===== src/rtl/alu_share_arbiter_if.sv =====
// ----------------------------------------------------------------------------
// alu_share_arbiter_if
// Request/response channels between the two ALU requesters and the
// arbiter. Port 0 carries the core datapath and port 1 the UART debug path.
//   reqN_valid/ready : request handshake (reqN_ready is combinational)
//   reqN_a/b/sel     : operands and ALU select for port N
//   rspN_valid/ready : response handshake for port N
//   rsp_data/zero    : shared result bus, qualified by rspN_valid
// Modports: master = requester side, slave = arbiter side.
// ----------------------------------------------------------------------------
interface alu_share_arbiter_if #(
   parameter int unsigned LENGTH = 32
);
   localparam int unsigned SEL_W = 3;

   logic              req0_valid;
   logic              req0_ready;
   logic [LENGTH-1:0] req0_a;
   logic [LENGTH-1:0] req0_b;
   logic [SEL_W-1:0]  req0_sel;

   logic              req1_valid;
   logic              req1_ready;
   logic [LENGTH-1:0] req1_a;
   logic [LENGTH-1:0] req1_b;
   logic [SEL_W-1:0]  req1_sel;

   logic              rsp0_valid;
   logic              rsp0_ready;
   logic              rsp1_valid;
   logic              rsp1_ready;
   logic [LENGTH-1:0] rsp_data;
   logic              rsp_zero;

   modport master (
      output req0_valid, req0_a, req0_b, req0_sel,
      output req1_valid, req1_a, req1_b, req1_sel,
      output rsp0_ready, rsp1_ready,
      input  req0_ready, req1_ready,
      input  rsp0_valid, rsp1_valid, rsp_data, rsp_zero
   );

   modport slave (
      input  req0_valid, req0_a, req0_b, req0_sel,
      input  req1_valid, req1_a, req1_b, req1_sel,
      input  rsp0_ready, rsp1_ready,
      output req0_ready, req1_ready,
      output rsp0_valid, rsp1_valid, rsp_data, rsp_zero
   );
endinterface


===== src/rtl/alu_share_arbiter.sv =====
// ----------------------------------------------------------------------------
// alu_share_arbiter
// Time-shares one combinational ALU between two requesters. A request is
// accepted in IDLE, its operands are registered onto the ALU inputs, the ALU
// result is captured one cycle later (EXEC) and returned on the owner's
// response channel, which is held until the owner takes it (RESP).
//
// Ports:
//   clk, rst_n   : rising-edge clock, asynchronous active-low reset
//   bus_if       : request/response channels for both ports (slave modport)
//   alu_a_o/b_o  : registered operands to the shared ALU
//   alu_sel_o    : registered ALU select code (forwarded unchanged)
//   alu_out_i    : ALU result (combinational from alu_a_o/alu_b_o/alu_sel_o)
//   alu_zero_i   : ALU zero flag
//   busy_o       : high whenever the arbiter is not in IDLE
//
// Build option:
//   ALU_ARB_FIXED_PRIO_EN : when defined, port 0 always wins simultaneous
//                           requests and no round-robin pointer exists.
//                           Default (undefined) is round-robin.
// ----------------------------------------------------------------------------
module alu_share_arbiter #(
   parameter int unsigned LENGTH = 32
) (
   input  logic                clk,
   input  logic                rst_n,
   alu_share_arbiter_if.slave  bus_if,
   output logic [LENGTH-1:0]   alu_a_o,
   output logic [LENGTH-1:0]   alu_b_o,
   output logic [2:0]          alu_sel_o,
   input  logic [LENGTH-1:0]   alu_out_i,
   input  logic                alu_zero_i,
   output logic                busy_o
);

   localparam int unsigned SEL_W = 3;

   typedef enum logic [1:0] {
      IDLE = 2'd0,
      EXEC = 2'd1,
      RESP = 2'd2
   } state_t;

   state_t             state_q,    state_d;
   logic               owner_q,    owner_d;
   logic [LENGTH-1:0]  alu_a_q,    alu_a_d;
   logic [LENGTH-1:0]  alu_b_q,    alu_b_d;
   logic [SEL_W-1:0]   alu_sel_q,  alu_sel_d;
   logic [LENGTH-1:0]  rsp_data_q, rsp_data_d;
   logic               rsp_zero_q, rsp_zero_d;
   logic               rsp0_vld_q, rsp0_vld_d;
   logic               rsp1_vld_q, rsp1_vld_d;
   logic               busy_q,     busy_d;
`ifndef ALU_ARB_FIXED_PRIO_EN
   logic               prio_q,     prio_d;
`endif

   // Combinational grant/ready decode (valid only in IDLE)
   logic               grant_c;
   logic               req0_ready_c;
   logic               req1_ready_c;
   logic               owner_rsp_ready_c;

   // State and datapath registers
   always_ff @(posedge clk or negedge rst_n) begin
      if (!rst_n) begin
         state_q    <= IDLE;
         owner_q    <= 1'b0;
         alu_a_q    <= '0;
         alu_b_q    <= '0;
         alu_sel_q  <= '0;
         rsp_data_q <= '0;
         rsp_zero_q <= 1'b0;
         rsp0_vld_q <= 1'b0;
         rsp1_vld_q <= 1'b0;
         busy_q     <= 1'b0;
`ifndef ALU_ARB_FIXED_PRIO_EN
         prio_q     <= 1'b0;
`endif
      end else begin
         state_q    <= state_d;
         owner_q    <= owner_d;
         alu_a_q    <= alu_a_d;
         alu_b_q    <= alu_b_d;
         alu_sel_q  <= alu_sel_d;
         rsp_data_q <= rsp_data_d;
         rsp_zero_q <= rsp_zero_d;
         rsp0_vld_q <= rsp0_vld_d;
         rsp1_vld_q <= rsp1_vld_d;
         busy_q     <= busy_d;
`ifndef ALU_ARB_FIXED_PRIO_EN
         prio_q     <= prio_d;
`endif
      end
   end

   // Next-state, grant and capture logic
   always_comb begin
      state_d           = state_q;
      owner_d           = owner_q;
      alu_a_d           = alu_a_q;
      alu_b_d           = alu_b_q;
      alu_sel_d         = alu_sel_q;
      rsp_data_d        = rsp_data_q;
      rsp_zero_d        = rsp_zero_q;
      rsp0_vld_d        = rsp0_vld_q;
      rsp1_vld_d        = rsp1_vld_q;
      grant_c           = 1'b0;
      req0_ready_c      = 1'b0;
      req1_ready_c      = 1'b0;
      owner_rsp_ready_c = owner_q ? bus_if.rsp1_ready : bus_if.rsp0_ready;
`ifndef ALU_ARB_FIXED_PRIO_EN
      prio_d            = prio_q;
`endif

      case (state_q)
         IDLE: begin
            // A lone requester wins outright; contention is settled by the
            // round-robin pointer (or fixed to port 0 in the fixed build).
            if (bus_if.req0_valid && bus_if.req1_valid) begin
`ifndef ALU_ARB_FIXED_PRIO_EN
               grant_c = prio_q;
`else
               grant_c = 1'b0;
`endif
            end else begin
               grant_c = bus_if.req1_valid;
            end

            req0_ready_c = bus_if.req0_valid && !grant_c;
            req1_ready_c = bus_if.req1_valid &&  grant_c;

            if (req0_ready_c || req1_ready_c) begin
               alu_a_d   = grant_c ? bus_if.req1_a   : bus_if.req0_a;
               alu_b_d   = grant_c ? bus_if.req1_b   : bus_if.req0_b;
               alu_sel_d = grant_c ? bus_if.req1_sel : bus_if.req0_sel;
               owner_d   = grant_c;
`ifndef ALU_ARB_FIXED_PRIO_EN
               prio_d    = !grant_c;
`endif
               state_d   = EXEC;
            end
         end

         EXEC: begin
            // ALU inputs have been stable for a full cycle; sample its output.
            rsp_data_d = alu_out_i;
            rsp_zero_d = alu_zero_i;
            rsp0_vld_d = !owner_q;
            rsp1_vld_d =  owner_q;
            state_d    = RESP;
         end

         RESP: begin
            if (owner_rsp_ready_c) begin
               rsp0_vld_d = 1'b0;
               rsp1_vld_d = 1'b0;
               state_d    = IDLE;
            end
         end

         default: begin
            state_d = IDLE;
         end
      endcase

      busy_d = (state_d != IDLE);
   end

   assign bus_if.req0_ready = req0_ready_c;
   assign bus_if.req1_ready = req1_ready_c;
   assign bus_if.rsp0_valid = rsp0_vld_q;
   assign bus_if.rsp1_valid = rsp1_vld_q;
   assign bus_if.rsp_data   = rsp_data_q;
   assign bus_if.rsp_zero   = rsp_zero_q;

   assign alu_a_o   = alu_a_q;
   assign alu_b_o   = alu_b_q;
   assign alu_sel_o = alu_sel_q;
   assign busy_o    = busy_q;

endmodule


===== src/flat_wrapper.sv =====
// flat-port wrapper written by rule: the top's interface ports become plain ports
module alu_share_arbiter_flat 
#(
   parameter int unsigned LENGTH = 32
)
  (clk, rst_n, alu_a_o, alu_b_o, alu_sel_o, alu_out_i, alu_zero_i, busy_o, bus_if_req0_valid, bus_if_req0_a, bus_if_req0_b, bus_if_req0_sel, bus_if_req1_valid, bus_if_req1_a, bus_if_req1_b, bus_if_req1_sel, bus_if_rsp0_ready, bus_if_rsp1_ready, bus_if_req0_ready, bus_if_req1_ready, bus_if_rsp0_valid, bus_if_rsp1_valid, bus_if_rsp_data, bus_if_rsp_zero);
  alu_share_arbiter_if #(.LENGTH(LENGTH)) bus_if_i ();
  input  logic clk;
  input  logic rst_n;
  output logic [LENGTH-1:0] alu_a_o;
  output logic [LENGTH-1:0] alu_b_o;
  output logic [2:0] alu_sel_o;
  input  logic [LENGTH-1:0] alu_out_i;
  input  logic alu_zero_i;
  output logic busy_o;
  input wire logic [$bits(bus_if_i.req0_valid)-1:0] bus_if_req0_valid;
  input wire logic [$bits(bus_if_i.req0_a)-1:0] bus_if_req0_a;
  input wire logic [$bits(bus_if_i.req0_b)-1:0] bus_if_req0_b;
  input wire logic [$bits(bus_if_i.req0_sel)-1:0] bus_if_req0_sel;
  input wire logic [$bits(bus_if_i.req1_valid)-1:0] bus_if_req1_valid;
  input wire logic [$bits(bus_if_i.req1_a)-1:0] bus_if_req1_a;
  input wire logic [$bits(bus_if_i.req1_b)-1:0] bus_if_req1_b;
  input wire logic [$bits(bus_if_i.req1_sel)-1:0] bus_if_req1_sel;
  input wire logic [$bits(bus_if_i.rsp0_ready)-1:0] bus_if_rsp0_ready;
  input wire logic [$bits(bus_if_i.rsp1_ready)-1:0] bus_if_rsp1_ready;
  output wire logic [$bits(bus_if_i.req0_ready)-1:0] bus_if_req0_ready;
  output wire logic [$bits(bus_if_i.req1_ready)-1:0] bus_if_req1_ready;
  output wire logic [$bits(bus_if_i.rsp0_valid)-1:0] bus_if_rsp0_valid;
  output wire logic [$bits(bus_if_i.rsp1_valid)-1:0] bus_if_rsp1_valid;
  output wire logic [$bits(bus_if_i.rsp_data)-1:0] bus_if_rsp_data;
  output wire logic [$bits(bus_if_i.rsp_zero)-1:0] bus_if_rsp_zero;
  assign bus_if_i.req0_valid = bus_if_req0_valid;
  assign bus_if_i.req0_a = bus_if_req0_a;
  assign bus_if_i.req0_b = bus_if_req0_b;
  assign bus_if_i.req0_sel = bus_if_req0_sel;
  assign bus_if_i.req1_valid = bus_if_req1_valid;
  assign bus_if_i.req1_a = bus_if_req1_a;
  assign bus_if_i.req1_b = bus_if_req1_b;
  assign bus_if_i.req1_sel = bus_if_req1_sel;
  assign bus_if_i.rsp0_ready = bus_if_rsp0_ready;
  assign bus_if_i.rsp1_ready = bus_if_rsp1_ready;
  assign bus_if_req0_ready = bus_if_i.req0_ready;
  assign bus_if_req1_ready = bus_if_i.req1_ready;
  assign bus_if_rsp0_valid = bus_if_i.rsp0_valid;
  assign bus_if_rsp1_valid = bus_if_i.rsp1_valid;
  assign bus_if_rsp_data = bus_if_i.rsp_data;
  assign bus_if_rsp_zero = bus_if_i.rsp_zero;
  alu_share_arbiter #(.LENGTH(LENGTH)) u_core (.clk(clk), .rst_n(rst_n), .bus_if(bus_if_i), .alu_a_o(alu_a_o), .alu_b_o(alu_b_o), .alu_sel_o(alu_sel_o), .alu_out_i(alu_out_i), .alu_zero_i(alu_zero_i), .busy_o(busy_o));
endmodule

===== config.mk =====
export PLATFORM = sky130hd
export DESIGN_NAME = alu_share_arbiter_flat
export DESIGN_NICKNAME = d
export VERILOG_FILES = /design/src/rtl/alu_share_arbiter_if.sv /design/src/rtl/alu_share_arbiter.sv /design/src/flat_wrapper.sv
export SDC_FILE = /design/constraint.sdc
export NUM_CORES = 1
export LEC_CHECK = 0
export ABC_AREA = 1
export BUFFER_PORTS_ARGS = -buffer_cell sky130_fd_sc_hd__clkbuf_2
export CORE_MARGIN = 2
export CORE_UTILIZATION = 45
export DETAILED_ROUTE_END_ITERATION = 8
export GPL_ROUTABILITY_DRIVEN = 1
export PLACE_DENSITY = 0.86
export SYNTH_ARGS = -nofsm -noshare
export SYNTH_HDL_FRONTEND = slang
export SYNTH_SLANG_ARGS = --single-unit

===== constraint.sdc =====
create_clock -name clk -period 3.9 [get_ports clk]
set_input_delay 0.975 -clock clk [delete_from_list [all_inputs] [get_ports clk]]
set_output_delay 0.975 -clock clk [all_outputs]
set_load 0.01 [all_outputs]

## Yosys cells after proc, flatten, opt, wreduce, memory -nomap -nowiden

Cells that the tools add are included.

- Bits in registers: 107
- Input bits: 173
- Word-level logic and storage cells: 39

- Reduce and logical (&&, ||, !) cells: 11
- Eq/ne operators: 3
- Multiplexer cells: 14

Operators by type and width:

| operator | number |
|---|---|
| 32-bit two-way mux | 2 |
| 1-bit two-way mux | 6 |
| 2-bit one-hot mux with 3 select lines | 1 |
| 2-bit two-way mux | 2 |
| 1-bit one-hot mux with 2 select lines | 2 |
| 2-bit AND reduction | 2 |
| 2-bit nonzero test | 2 |
| 1-bit logical AND | 3 |
| 3-bit two-way mux | 1 |
| 2-bit by 1-bit equality test with 1-bit output (second input constant) | 1 |
| 2-bit equality test (second input constant) | 1 |
| 1-bit logical NOT | 2 |
| 2-bit logical NOT | 1 |
| 2-bit by 1-bit != test with 1-bit output (second input constant) | 1 |
| 1-bit logical OR | 1 |

## Depth between registers and ports, before layout

Gate-level depths: netlist of the first run.

- Word-level depth: 9
- Mapped depth: 6

## Worst setup path before layout of the first run

Ideal clock, no wire load.

- Path kind: input to output
- Start: input bus_if_req1_valid
- End: output bus_if_req1_ready
- Arrival: 1.633 ns
- Stages on the path: 4
- Slack: 1.292 ns
- Data required time: 2.925 ns
- Path through: buf_2 -> o21ai_2 -> buf_2 -> nor2_1

- Longest elaborated chain between the ends: 5

Ends and longest elaborated chain:

| item | RTL line | RTL |
|---|---|---|
| start, declared | flat_wrapper.sv:20 | `input wire logic [$bits(bus_if_i.req1_valid)-1:0] bus_if_req1_valid;` |
| 1-bit logical AND | alu_share_arbiter.sv:120 | `if (bus_if.req0_valid && bus_if.req1_valid) begin` |
| 1-bit two-way mux | alu_share_arbiter.sv:120 |  |
| 1-bit two-way mux | alu_share_arbiter.sv:116 | `case (state_q)` |
| 1-bit logical AND (*) | alu_share_arbiter.sv:131 | `req1_ready_c = bus_if.req1_valid && grant_c;` |
| 1-bit two-way mux (*) | alu_share_arbiter.sv:116 |  |
| end, declared | flat_wrapper.sv:27 | `output wire logic [$bits(bus_if_i.req1_ready)-1:0] bus_if_req1_ready;` |

Every way passes the cells marked *; elsewhere a longest branch is shown, timed or not. The select of a mux whose other input is x is not followed.

## Final worst setup path of the first run

- Start: input bus_if_req1_valid
- End: output bus_if_req0_ready

- Longest elaborated chain between the ends: 6

Ends and longest elaborated chain:

| item | RTL line | RTL |
|---|---|---|
| 1-bit logical AND | alu_share_arbiter.sv:120 |  |
| 1-bit two-way mux (*) | alu_share_arbiter.sv:120 |  |
| 1-bit two-way mux (*) | alu_share_arbiter.sv:116 |  |
| 1-bit logical NOT (*) | alu_share_arbiter.sv:130 | `req0_ready_c = bus_if.req0_valid && !grant_c;` |
| 1-bit logical AND (*) | alu_share_arbiter.sv:130 |  |
| 1-bit two-way mux (*) | alu_share_arbiter.sv:116 |  |
| end, declared | flat_wrapper.sv:26 | `output wire logic [$bits(bus_if_i.req0_ready)-1:0] bus_if_req0_ready;` |

Marks and branches as above.

==> impl_metrics.ini, run 1 <==
[timing]
fin_hold_ws_ps = 483
tightest_slew_ps = 911
slew_viol_final = 0
setup_tns_ps = 0
setup_ws_ps = 1310
skew_ps = 8.92
fmax_mhz = 386
slew_headroom_pct = 38.9
rsz0062_at_grt = false
hold_viol_final = 0
setup-violations-final = 0
period_share_pct = 66.4
period_needed_ps = 2590

[setup_path]
crit_chain = clkbuf_2 > a21oi_4 > nand2_1 > inv_1 > clkbuf_2
rrSetupSlack_ps = 2040
r2r_start = u_core.state_q[1]
critical_path.top_delay_family = buffers and inverters
arrival_ps = 1610
crit_fanout = 7
worstPathRequired_ps = 2920
reg2reg_to = u_core.bus_if.rsp_data[7]
crit_buf_inv = 3
end_kind = output port
reg2regPathDepth = 5
critPathSlowestCell = clkbuf_2
max_stage_delay_ps = 180
worstSetupStartpointType = input pin
worst_path_most_repeated_cell = clkbuf_2
worstSetupPathType = in -> out

[synth]
ys_ff_latch = 107
ys_warn_count = 0
synth_nets = 730
ys_top_cells_by_area = dfrtp_1 56%, nand3_1 14%, nand2_1 14%
synth_top_area_share_pct = 55.9
synth_seq_area_share_pct = 55.9
synthCells = 557
syn_area_per_cell_um2 = 8.60
syn-cell-area_um2 = 4790
synth.distinct_cells = 18
yosysTopAreaCell = dfrtp_1

[grt]
grt_pass1_vias = 4640
track_usage_pct = 24.9
grt-ovfl-total = 0
grt_max_degree = 80
antenna_found_initial = 0
grt_pass1_wl_mm = 22.6

[min_path]
hold_path_class = reg -> reg
hold_start = u_core.bus_if.rsp_data[2]
holdPathStages = 2
whs_endpoint = u_core.bus_if.rsp_data[2]

[clock_tree]
cts_setup_buffers = 0
htree_levels = 3
cts_num_sinks = 107
clockBufferDepth = 2
clock_latency_ps = 360
cts_resized = 0
clk_pin_slew_ps = 90
cts_hold_buf = 0
cts_tree = built
root_buffer = clkbuf_8
cts_buffers = 9

[route]
route.antenna.remaining_nets = 0
dr_total_vias = 4984
via_per_inst = 5.28
first_iter_violations = 380
wirelength_mm = 14.4
wl_per_cell_um = 15.2
firstDrtPassIters = 5
drc = 0

[power]
power.leakage_nw = 3.55
irDropWorstVdd_mv = 0.426
powerDensity_nw_per_um2 = 782

[die]
dieArea_um2 = 11500
coreArea_um2 = 10300
die_x_um = 107
die_h_um = 107
io-pin-count = 278
start_util_pct = 46.4
row_count = 37

[cells_and_area]
final_nets = 977
drive_gt1_share_pct = 37.5
n_antenna_cell = 0
areaGrowthSynthToFinish_pct = 33.0
finalNonFillerCells = 944
fillerInstances = 941
finish.utilization_pct = 61.7

[placed_design]
pre_cts_ws_ps = 1310
port_buffers = 277
dp.cells = 929
gp_congestion = 0.821
place_hpwl_mm = 10.3

[run]
max_cap_violations = 0

[run_status]
status = completed
==> per-layer routing <==
layer  track usage [%]  routed length (um)  share of wire [%]  vias to the layer above
met5                 0                   0                  0                        -
met4              9.09                 356                2.5                        0
met3              6.20                1380                9.6                       27
met2              40.7                6970                 49                      262
met1              32.0                5650                 39                     2299
li1                  -                   -                  -                     2396
==> layout make-up <==
cell class                      instances  area (um^2)  area share [%]
Tap cell                              136          170            2.67
Multi-Input combinational cell        392         1850            29.0
Sequential cell                       107         2680            42.0
Inverter                                8         30.0           0.471
Clock buffer                           12          135            2.12
Timing Repair Buffer                  286         1470            23.1
Clock inverter                          3         40.0           0.628
==> flip-flops by register name, indices dropped and copies added, names as in the netlist <==
| register | cells |
|---|---|
| u_core.alu_a_o | 32 |
| u_core.alu_b_o | 32 |
| u_core.bus_if.rsp_data | 32 |
| u_core.alu_sel_o | 3 |
| u_core.state_q | 2 |
| u_core.bus_if.rsp0_valid | 1 |
| u_core.bus_if.rsp1_valid | 1 |
| u_core.bus_if.rsp_zero | 1 |
| u_core.busy_o | 1 |
| u_core.owner_q | 1 |
| u_core.prio_q | 1 |
==> synth_stat cells <==
| cell | instances |
|---|---|
| buf_4 | 5 |
| a21oi_2 | 1 |
| o21ai_2 | 1 |
| nand3_1 | 138 |
| dfrtp_1 | 107 |
| nor2_4 | 1 |
| buf_2 | 25 |
| inv_1 | 6 |
| nand2_1 | 180 |
| inv_2 | 1 |
| o21ai_1 | 1 |
| clkinv_1 | 1 |
| o21ai_0 | 1 |
| buf_6 | 2 |
| buf_1 | 3 |
| clkbuf_1 | 15 |
| nand4_1 | 67 |
| nor2_1 | 2 |
==> cell families (layout without fill, tap and decap cells) <==
family | after synthesis | in the layout | share of synthesized area, %
AOI/OAI and AO/OA | 4 | 4 | 0.574
buffers and inverters | 58 | 309 | 5.90
DFF | 107 | 107 | 55.9
and+or+nand+nor | 388 | 388 | 37.7
==> cell usage in the layout, fill, tap and decap left out <==
master / instances
o21ai_0: 1
dfrtp_1: 107
a21oi_4: 1
nor2_4: 1
inv_2: 1
clkinv_2: 2
inv_1: 6
nand4_1: 67
nor2_1: 2
clkbuf_8: 9
clkbuf_1: 3
o21ai_1: 1
clkbuf_2: 276
nand2_2: 1
buf_12: 1
buf_4: 9
clkinv_1: 1
o21ai_4: 1
nand2_1: 179
bufinv_16: 1
nand3_1: 138
==> power by group <==
part | switching [W] | internal (W)
combinational | 0.00151 | 0.000864
clock | 0.000349 | 0.000293
sequential | 0.000315 | 0.00165
==> worst register-to-register path: cells and delay by family, from the launching register on <==
kind	cells	cell delay (ps)
buf+inv	2	790
simple gates	3	530
flops	1	400
==> through the flow <==
stage	power, W	area [um^2]
after global placement	0.00431	6200
final	0.00498	6370
after global routing	0.00539	6370
after floorplan	0.00345	4790
after detailed placement	0.00437	6200
after CTS	0.00502	6370
==> how the worst max path moves through the flow <==
stage | depth (start not counted) | slack, ps | from | to
global route | 4 | 1250 | bus_if_req1_valid | bus_if_req1_ready
detailed placement | 5 | 1310 | bus_if_req1_valid | bus_if_req0_ready
CTS | 5 | 1310 | bus_if_req1_valid | bus_if_req0_ready
floorplan | 4 | 1290 | bus_if_req1_valid | bus_if_req1_ready
finish | 5 | 1310 | bus_if_req1_valid | bus_if_req0_ready
global placement | 4 | 1320 | bus_if_req1_valid | bus_if_req1_ready
(Power assumes the default switching activity.)
==> run 2: changes to the inputs <==
- CORE_UTILIZATION: 45 -> 40
- PLACE_DENSITY: 0.86 -> 0.81
- clock period: 3.9 -> 2.2 ns (I/O delays scaled with it)
==> run 2 against run 1 <==
Against the previous run: register-to-register slack lost 1600 ps; sequential cell count is the same; clock power grew to 2.7 times the previous value; clock-buffer cell count is the same; critical path type is now reg -> out; largest cell class unchanged; highest routed layer unchanged.
==> impl_metrics.ini, run 2 (synthesis gave the netlist of run 1 again) <==
[route]
firstDrtPassIters = 5
first_iter_violations = 406
route.antenna.remaining_nets = 0
wl_per_cell_um = 14.9
via_per_inst = 5.20
dr_total_vias = 4957
wirelength_mm = 14.2
drc = 0

[placed_design]
dp.cells = 937
port_buffers = 277
place_hpwl_mm = 9.94
placed_area_um2 = 6240
pre_cts_ws_ps = 382
gp_congestion = 0.789

[timing]
tightest_slew_ps = 907
fmax_mhz = 499
period_needed_ps = 2010
slew_viol_final = 0
setup_ws_ps = 195
period_share_pct = 91.1
hold_viol_final = 0
slew_headroom_pct = 39.2
rsz0062_at_grt = false
setup_tns_ps = 0
skew_ps = 8.60
setup-violations-final = 0

[setup_path]
crit_fanout = 4
worstSetupPathType = reg -> out
max_stage_delay_ps = 440
crit_chain = nor2_4 > o21ai_4 > nor2_1 > clkbuf_2
critPathSlowestCell = dfrtp_1
worstPathRequired_ps = 1650
arrival_ps = 1460
worstSetupStartpointType = register
end_kind = output port

[die]
start_util_pct = 41.4
die_x_um = 113
io-pin-count = 278
row_count = 39
die_h_um = 113
dieArea_um2 = 12900
coreArea_um2 = 11600

[clock_tree]
root_buffer = clkbuf_16
cts_num_sinks = 107
clk_pin_slew_ps = 70
cts_setup_buffers = 0
clock_latency_ps = 340
cts_hold_buf = 0
cts_tree = built
clockBufferDepth = 2
cts_buffers = 9
htree_levels = 3
cts_resized = 0

[cells_and_area]
layout_commonest_cell = clkbuf_2
drive_gt1_share_pct = 37.8
areaGrowthSynthToFinish_pct = 36.8
final_area_um2 = 6560
n_antenna_cell = 0
finalNonFillerCells = 953
layout_common_cells = 276 x clkbuf_2, 179 x nand2_1, 138 x nand3_1, 107 x dfrtp_1, 67 x nand4_1
final_nets = 978

[grt]
busiest_layer = met2
track_usage_pct = 22.0
grt-ovfl-total = 0
grt_max_degree = 107
grt_util_met2_pct = 36.4
use_met3_pct = 4.14
grt_pass1_vias = 4593
antenna_found_initial = 0
gr-usage-met1_pct = 29.6
grt_pass1_wl_mm = 22.9

[power]
p_total_w = 0.00950
irDropWorstVdd_mv = 0.806
powerDensity_nw_per_um2 = 1450
power.leakage_nw = 3.63

[run_status]
status = completed

[min_path]
hold_path_class = in -> async

[run]
max_cap_violations = 0
## run 2: cell count changes in the layout (fill, tap and decap cells not counted), sizes merged
cell	previous run	this run
bufinv	1	2
buf	10	11
## run 2: per-stage QoR
stage	hold slack [ps]	utilization [%]
global placement	463	53.9
CTS	207	56.7
finish	194	56.7
global route	218	56.7
floorplan	254	-
detailed placement	464	53.9
## run 2: worst max-delay path: cells and delay by family, from the launching register on
| kind | cells | cell delay [ps] |
|---|---|---|
| simple gates | 2 | 390 |
| flops | 1 | 440 |
| compound gates | 1 | 100 |
| buf+inv | 1 | 190 |
## run 2: power breakdown
part / internal, W / leakage [nW] / switching, W
Sequential: 0.00294 / 1.32 / 0.000561
Clock: 0.00103 / 0.157 / 0.000696
Combinational: 0.00158 / 2.15 / 0.00269
## run 2: cell type report
cell class | count | area, um^2
inverters | 8 | 30.0
multi-input cells | 392 | 1850
clock buffers | 12 | 246
flip-flops and latches | 107 | 2680
well taps | 143 | 179
repair buffers | 287 | 1500
clock inverters | 4 | 73.8
fillers | 1089 | 5010
## run 2: final timing paths
path	from	cells past startpoint	to	slack [ps]
setup / recovery	u_core.state_q[0]	4	bus_if_req1_ready	190
hold / removal	rst_n	2	u_core.alu_sel_o[0]	190
setup reg to reg	u_core.state_q[1]	5	u_core.bus_if.rsp_zero	460
hold reg to reg	u_core.bus_if.rsp_data[6]	2	u_core.bus_if.rsp_data[6]	480
max in group asynchronous	rst_n	2	u_core.alu_a_o[8]	1460
min in group clk	alu_out_i[14]	3	u_core.bus_if.rsp_data[14]	400
## run 2: routing by layer
metal | vias up | routed length, um
li1 | 2400 | -
met1 | 2288 | 6040
met2 | 244 | 6800
met3 | 25 | 1080
met4 | 0 | 264
met5 | - | 0
==> run 3: changes to the inputs <==
==> constraint.sdc (replaced) <==
create_clock -name clk -period 2.2 [get_ports clk]
set_input_delay 0.55 -clock clk [delete_from_list [all_inputs] [get_ports clk]]
set_output_delay 0.55 -clock clk [all_outputs]
set_load 0.005 [all_outputs]
==> run 3 against run 2 <==
Against the previous run: critical path type unchanged; first-iteration DRC count down 6.4%; critical endpoint is now bus_if_req0_ready; setup slack worse by 64 ps; via count up 0.44%; final cell count up 0.31%; worst hold slack worse by 35 ps; non-clock buffer count up 3; clock skew down 0.62 ps.
==> impl_metrics.ini, run 3 (synthesis gave the netlist of run 1 again) <==
[grt]
track_usage_pct = 22.4
grt-ovfl-total = 0
grt_max_degree = 72
grt_pass1_vias = 4708
gr-usage-met1_pct = 30.9
busiest_layer = met2
grt_pass1_wl_mm = 23.4
antenna_found_initial = 0
use_met3_pct = 3.99
grt_util_met2_pct = 36.8

[clock_tree]
cts_num_sinks = 107
clockBufferDepth = 2
cts_tree = built
root_buffer = clkbuf_16
htree_levels = 3
clock_latency_ps = 340
cts_buffers = 9
clk_pin_slew_ps = 70

[cells_and_area]
finalNonFillerCells = 956
fillerInstances = 1042
layout_commonest_cell = clkbuf_2
finish.utilization_pct = 56.9
final_area_um2 = 6590
n_antenna_cell = 0
multi_input_area_um2 = 1850
drive_gt1_share_pct = 38.4
layout_common_cells = 276 x clkbuf_2, 179 x nand2_1, 138 x nand3_1, 107 x dfrtp_1, 67 x nand4_1
register_area_um2 = 2680
areaGrowthSynthToFinish_pct = 37.4
final_nets = 981

[timing]
slew_viol_final = 0
setup-violations-final = 0
setup_tns_ps = 0
fmax_mhz = 483
slew_headroom_pct = 37.0
skew_ps = 7.98
period_needed_ps = 2070
hold_viol_final = 0
rsz0062_at_grt = false
period_share_pct = 94.1
tightest_slew_ps = 939

[die]
die_x_um = 113
dieArea_um2 = 12900
die_h_um = 113
io-pin-count = 278
row_count = 39
start_util_pct = 41.4
coreArea_um2 = 11600

[power]
power.leakage_nw = 3.65
irDropWorstVdd_mv = 0.790
powerDensity_nw_per_um2 = 1400

[placed_design]
port_buffers = 277
placed_area_um2 = 6240
gp_congestion = 0.792
place_hpwl_mm = 10.2
dp.cells = 939

[route]
drc = 0
via_per_inst = 5.21
firstDrtPassIters = 5
route.antenna.remaining_nets = 0
wl_per_cell_um = 15.4
wirelength_mm = 14.7
first_iter_violations = 380
dr_total_vias = 4979

[setup_path]
worstSetupStartpointType = register
arrival_ps = 1520
worstSetupPathType = reg -> out
crit_fanout = 45
worstPathRequired_ps = 1650
end_kind = output port

[run_status]
status = completed

[min_path]
hold_path_class = in -> async

[run]
max_cap_violations = 0
[run 3: critical path, stage by stage, from the launching register on]
cell      delay (ps)
dfrtp_1          450
nor2_4           200
buf_12           270
nand2_1          100
inv_1             60
clkbuf_2         110
[run 3: layout make-up]
cell class              count  area share, %
clock buffers              10           3.63
clock inverters             6           1.08
inverters                   8          0.456
multi-input cells         392           28.1
flip-flops and latches    107           40.7
well taps                 143           2.72
repair buffers            290           23.3
[run 3: final timing paths]
check | start | end | slack [ps] | cells after the start
max in group asynchronous | rst_n | u_core.alu_b_o[0] | 1410 | 2
min in group clk | alu_out_i[14] | u_core.bus_if.rsp_data[14] | 400 | 3
hold / removal | rst_n | u_core.alu_b_o[27] | 160 | 1
hold reg to reg | u_core.bus_if.rsp_data[3] | u_core.bus_if.rsp_data[3] | 480 | 2
setup reg to reg | u_core.state_q[0] | u_core.bus_if.rsp_data[8] | 360 | 4
setup / recovery | u_core.state_q[0] | bus_if_req0_ready | 130 | 5
[run 3: repair_timing]
| action | CTS | global route |
|---|---|---|
| gates cloned | 1 | 0 |
| hold buffers | 0 | 0 |
| gates resized for setup | 0 | 1 |
| endpoints found under the setup margin | 1 | 1 |
| setup buffers | 0 | 0 |
[run 3: stage by stage]
stage	total power (W)	hold slack [ps]	setup slack (ps)
2_1_floorplan	0.00576	254	464
3_3_place_gp	0.00736	462	249
3_5_place_dp	0.00748	465	254
4_1_cts	0.00932	171	39.7
5_1_grt	0.00995	184	10.8
6_report	0.00924	159	131
[run 3: metal layers]
layer  up-vias  part of all wire [%]
met3        11                   6.5
met4         0                  0.92
met5         -                     0
met2       220                    49
met1      2345                    44
li1       2403                     -
[run 3: where the power goes]
part / leakage, nW / switching (W) / internal (W) / total (W)
Clock: 0.151 / 0.000746 / 0.000930 / 0.00168
Combinational: 2.18 / 0.00241 / 0.00165 / 0.00405
Sequential: 1.32 / 0.000575 / 0.00294 / 0.00351
Total: 3.65 / 0.00373 / 0.00551 / 0.00924
